## config.mk

```make
export PLATFORM = sky130hd
export DESIGN_NAME = cska_pipe
export DESIGN_NICKNAME = d
export VERILOG_FILES = /design/src/rtl/cska_pipe.sv
export SDC_FILE = /design/constraint.sdc
export NUM_CORES = 1
export LEC_CHECK = 0
export CAP_MARGIN = 5
export CORE_ASPECT_RATIO = 0.75
export CORE_MARGIN = 4
export CORE_UTILIZATION = 40
export DETAILED_ROUTE_END_ITERATION = 10
export GPL_TIMING_DRIVEN = 1
export SYNTH_ARGS = -nofsm -noshare
export SYNTH_HDL_FRONTEND = slang
export SYNTH_SLANG_ARGS = --single-unit
```

## constraint.sdc

```tcl
create_clock -name clk -period 2.6 [get_ports clk]
set_input_delay 0.78 -clock clk [delete_from_list [all_inputs] [get_ports clk]]
set_output_delay 0.78 -clock clk [all_outputs]
set_load 0.005 [all_outputs]
```

## src/rtl/cska_pipe.sv

```systemverilog
// cska_pipe: pipelined carry-skip adder/subtractor, one carry-skip block per
// pipeline stage (L = N/BLOCK_SIZE stages, latency L cycles).
//
// Ports:
//   clk, rst_n        clock (rising edge), asynchronous active-low reset
//   in_valid/in_ready input handshake; in_ready = !(out_valid && !out_ready)
//   A, B, Cin, sub    operands, carry-in (add only), 0 = add / 1 = subtract
//   out_valid/out_ready output handshake
//   Sum, Cout, Ovf    result, carry out of MSB (no-borrow on subtract),
//                     signed overflow
module cska_pipe #(
  parameter int unsigned N          = 16,
  parameter int unsigned BLOCK_SIZE = 4
) (
  input  logic         clk,
  input  logic         rst_n,
  input  logic         in_valid,
  output logic         in_ready,
  input  logic [N-1:0] A,
  input  logic [N-1:0] B,
  input  logic         Cin,
  input  logic         sub,
  output logic         out_valid,
  input  logic         out_ready,
  output logic [N-1:0] Sum,
  output logic         Cout,
  output logic         Ovf
);

  localparam int unsigned L = N / BLOCK_SIZE;

  // Per-stage registers. B is carried raw and inverted per stage using the
  // registered sub flag, so the flag travels with its operands.
  logic [L-1:0][N-1:0] a_q, a_d;
  logic [L-1:0][N-1:0] b_q, b_d;
  logic [L-1:0][N-1:0] s_q, s_d;
  logic [L-1:0]        c_q, c_d;
  logic [L-1:0]        sub_q, sub_d;
  logic [L-1:0]        v_q, v_d;

  logic stall;
  logic a_msb, b_msb;

  // One carry-skip block: ripple through bits [k*BLOCK_SIZE +: BLOCK_SIZE];
  // if every bit propagates, the block carry-out is the block carry-in.
  function automatic void skip_block(
    input  logic [N-1:0] a,
    input  logic [N-1:0] b_raw,
    input  logic         inv,
    input  logic         cin,
    input  logic [N-1:0] s_in,
    input  int unsigned  k,
    output logic [N-1:0] s_out,
    output logic         c_out
  );
    logic [N-1:0] b;
    logic         rc;
    logic         p;
    b     = b_raw ^ {N{inv}};
    s_out = s_in;
    rc    = cin;
    p     = 1'b1;
    for (int unsigned j = 0; j < BLOCK_SIZE; j++) begin
      s_out[k*BLOCK_SIZE+j] = a[k*BLOCK_SIZE+j] ^ b[k*BLOCK_SIZE+j] ^ rc;
      rc = (a[k*BLOCK_SIZE+j] & b[k*BLOCK_SIZE+j]) |
           (rc & (a[k*BLOCK_SIZE+j] ^ b[k*BLOCK_SIZE+j]));
      p  = p & (a[k*BLOCK_SIZE+j] ^ b[k*BLOCK_SIZE+j]);
    end
    c_out = p ? cin : rc;
  endfunction

  assign stall    = v_q[L-1] && !out_ready;
  assign in_ready = !stall;

  always_comb begin
    a_d = a_q;
    b_d = b_q;
    s_d = s_q;
    c_d = c_q;
    sub_d = sub_q;
    v_d = v_q;

    // Stage 0 takes operands straight from the ports; subtract forces carry-in 1.
    a_d[0]   = A;
    b_d[0]   = B;
    sub_d[0] = sub;
    v_d[0]   = in_valid && in_ready;
    skip_block(A, B, sub, sub | Cin, '0, 0, s_d[0], c_d[0]);

    for (int unsigned k = 1; k < L; k++) begin
      a_d[k]   = a_q[k-1];
      b_d[k]   = b_q[k-1];
      sub_d[k] = sub_q[k-1];
      v_d[k]   = v_q[k-1];
      skip_block(a_q[k-1], b_q[k-1], sub_q[k-1], c_q[k-1], s_q[k-1], k,
                 s_d[k], c_d[k]);
    end
  end

  // The whole pipeline advances or holds as one, so bubbles are never squeezed.
  always_ff @(posedge clk or negedge rst_n) begin
    if (!rst_n) begin
      a_q   <= '0;
      b_q   <= '0;
      s_q   <= '0;
      c_q   <= '0;
      sub_q <= '0;
      v_q   <= '0;
    end else if (!stall) begin
      a_q   <= a_d;
      b_q   <= b_d;
      s_q   <= s_d;
      c_q   <= c_d;
      sub_q <= sub_d;
      v_q   <= v_d;
    end
  end

  // Overflow uses the MSBs of the effective operands (B inverted on subtract).
  assign a_msb     = a_q[L-1][N-1];
  assign b_msb     = b_q[L-1][N-1] ^ sub_q[L-1];
  assign out_valid = v_q[L-1];
  assign Sum       = s_q[L-1];
  assign Cout      = c_q[L-1];
  assign Ovf       = (a_msb == b_msb) && (s_q[L-1][N-1] != a_msb);

endmodule

```

Word-level counts from Yosys, hierarchy flattened --
Cells that the tools add are included.
Word-level totals: output and inout port bits 20, logic and storage cells 124, register bits after elaboration 180, bits of input ports 38
Operators by class: multiplexer cells 4, bitwise gates (word level) 98, equality and inequality tests 2, reduce and logical (&&, ||, !) cells 5
Operators by type and width (number):
- $and A1 B1 Y1 | 44
- $xor A1 B1 Y1 | 33
- $or A1 B1 Y1 | 17
- $xor A16 B16 Y16 | 1
- $xor A12 B12 Y12 | 1
- $xor A8 B8 Y8 | 1
- $mux W1 | 4
- $xor A4 B4 Y4 | 1
- $logic_and A1 B1 Y1 | 3
- $logic_not A1 Y1 | 2
- $eq A1 B1 Y1 | 1
- $ne A1 B1 Y1 | 1

Longest topological paths before layout --
word-level depth 11, gate-level depth with buffers 12, depth with buffers taken out 11

Worst setup path before layout --
No wires, ideal clock.
kind in2reg, start point in sub, end point reg s_q, in the netlist s_d[19], path buffers 1, arrival 2.685 ns, slack -0.201 ns, stages on the path 10, required time 2.484 ns, library setup time 0.116 ns, cell sequence buf_2 > xor2_1 > fa_1 > inv_1 > fa_1 > fa_1 > inv_1 > fa_1 > nand2_1 > nand2_1
RTL lines:
- start: declaration | line 22 | input logic sub,
- end signal: assignment | line 105 | s_q <= '0;
- end signal: assignment | line 112 | s_q <= s_d;
- end: declaration | line 36 | logic [L-1:0][N-1:0] s_q, s_d;

==> results.md <==
- Status: finished clean
- Arrival time at the worst endpoint: 2.76 ns
- Leak: 3.00 nW
- Yosys reg bits: between 100 and 150
- CP required: 2.83 ns
- PD cells: 1170 mW/mm^2
- Post-Synth Simple-Gate Area: 0.225
- CP peak stage delay: 0.43 ns
- Diodes inserted: 0
- WP buf/inv: 3
- Clock sink count: slightly above 100
- First-pass GRT wire length: 14700 um
- # Max-Cap Violations: 0
- Clk root buf: clkbuf_16
- CTS max path bufs: 2
- DR vias/cell: 4.28
- Synth cell types: 23
- Vias: about 3100
- Worst Clk Skew: approximately 0.0086 ns
- Final ANT Viol Nets: 0
- Sequential fraction of the synthesis area: 0.535
- Leading area contributor after synthesis: dfrtp_1
- Post-DP HPWL: 5900 um
- Post-synthesis compound-gate area fraction: 0.0286
- Mapped Cells: 504
- Initial antenna violation count: 0
- Most common cell after layout, fill and taps aside: nand2_1
- CP Launch Type: input port
- IO buf count: 57
- Die Y: 103 um
- Critical Path Fanout Max: 4
- Cell family with most CP delay: adder cells
- Hold slack: between 0.3 and 0.4 ns
- Fraction of synthesized area in multiplexers: 0.00629
- Post-synthesis async set-or-reset flop share: 1.00
- Nets@finish: 632
- Fin. Hold Viols: 0
- Max-slew headroom at the worst pin: 0.435
- Most frequent cells in the layout: nand2_1, dfrtp_1, clkdlybuf4s50_1
- Filler cells: 1109
- Top cells by area, synth: dfrtp_1, nand2_1, fa_1
- Area growth from synthesis to layout: 21.7%
- Post-synth EDFFs: 0
- Multi-input logic area: approximately 0.002 mm^2
- Row cnt: 34
- TNS Setup: 0 ns
- Pin slew with the least headroom to its limit: 0.848 ns
- Setup CP Type: input port to flop
- Worst-path clk slew: roughly 0.07 ns
- Final core occ: 0.500
- Crit-path most repeated cell: fa_2
- Peak Freq: 395 MHz
- Period utilization: 0.974
- CP max stage cell: fa_2
- Routed WL: 8500 um
- Post-Synth XOR/XNOR Area: 0.0312
- Share of cells above drive strength 1: 0.106
- Total CTS buffers: 9
- WL per Instance: 11.7 um
- Inst Count DP: 711
- Later-pin clock latency in the skew report: 0.34 ns
- Core Region: 0.0116 mm^2
- Main combinational cell family by area after synthesis: simple AND/OR/NAND/NOR gates
- Total gr overflow: 0
- Iter 0 DRT Violations: around 170
- Reg area: 0.00255 mm^2
- DR pass1 iterations: 4
- Overall Power: a little under 0.007 W
- Post-synth top area share: 0.535
- Final setup violation count: 0
- Peak supply drop: 0.377 mV
- Non-Filler Instances: 729
- Starting Density: 0.411
- Mapped Area: ~0.0048 mm^2
- DRC: 0
- CTS tree: built
- Mapped Nets: 574
- Hold WC Path Type: input port to asynchronous set/reset pin
- Pin count of the biggest net entering global routing: 86
- Adder-cell share of the synthesized area: 0.109
- GRT Total Usage: 0.132
- Die W: 134 um
- Dominant synthesized flop cell: dfrtp_1
- Placer Congestion: 0.789
- Max-slew violation count: 0
- CP Cell Sequence: clkbuf_4 > xor2_4 > fa_2 > inv_2 > fa_2 > fa_2 > inv_2 > fa_2 > nand2_1 > nand2_1
- I/O pin count: 58
- Vias in the first global route: 3073
- Syn avg cell area: 9.47 um^2
- H-tree depth: 3
- Yosys warns: 0
- Crit. End Element: flop
- Full die area: 0.0138 mm^2
- Fin crit period: 2.53 ns
-- repair_timing --
action,in CTS,in global routing
cloned,0,0
pin swaps,0,7
buffers inserted,0,2
hold buffers,0,0
setup endpoints to repair,4,4
gates resized for setup,7,14
-- flip-flops by register name, summed over array words and instances (netlist names) --
name   flops
b_q        1
v_q        4
sub_q      4
Sum       16
c_q        4
s_d       24
b_d       24
a_d       24
a_msb      1
-- power breakdown --
part	switching, W	leakage, nW	internal, W
logic	0.00148	1.64	0.00130
clock network	0.000605	0.139	0.000663
registers	0.000424	1.23	0.00230
-- logic make-up (layout without fill, tap and decap cells) --
| family | after synthesis | count (layout) |
|---|---|---|
| AOI/OAI and AO/OA | 19 | 19 |
| xor gates and xnor gates | 17 | 17 |
| adders and majority gates | 32 | 32 |
| buffers and inverters | 54 | 117 |
| DFF | 102 | 102 |
| muxes | 3 | 3 |
| and+or+nand+nor | 277 | 277 |
-- synthesized netlist by cell type, drive strengths merged, types with 4 or more instances --
cell type	count
xor2	17
buf	24
dfrtp	102
fa	16
inv	27
o21ai	8
ha	16
nor2	10
a21oi	10
nand2	257
nand4	4
-- path summary, 6_finish.rpt --
| path | from | to | slack [ns] | depth (start not counted) |
|---|---|---|---|---|
| setup / recovery | sub | s_d[19] | 0.07 | 10 |
| hold / removal | rst_n | b_d[31] | 0.35 | 1 |
| setup reg to reg | b_d[20] | s_d[39] | 0.15 | 9 |
| hold reg to reg | s_d[50] | s_d[50] | 0.47 | 2 |
| max in group asynchronous | rst_n | sub_q[2] | 1.63 | 2 |
| min in group clk | s_d[50] | s_d[50] | 0.47 | 2 |
-- per-layer routing --
metal	vias to the layer above	wire, um	global-route usage	share of wire
met5	-	0	0	0
met4	0	97	0.0313	0.011
met3	8	299	0.0385	0.035
met2	57	3730	0.197	0.44
met1	1440	4370	0.192	0.51
li1	1616	-	-	-
-- final cells by class --
type	count	share of cell area
well taps	162	0.0349
multi-input cells	348	0.338
repair buffers	74	0.122
inverters	27	0.0179
clock buffers	9	0.0388
flip-flops and latches	102	0.440
clock inverters	7	0.00948
-- stage by stage --
step / worst slack [ns] / area [um^2]
3_3_place_gp: -0.651 / 5490
2_1_floorplan: -0.0213 / 4810
4_1_cts: -0.0245 / 5770
5_1_grt: -0.00276 / 5810
6_report: 0.0671 / 5810
3_5_place_dp: -0.730 / 5490
Note: power is estimated with default switching activity, not from simulation.
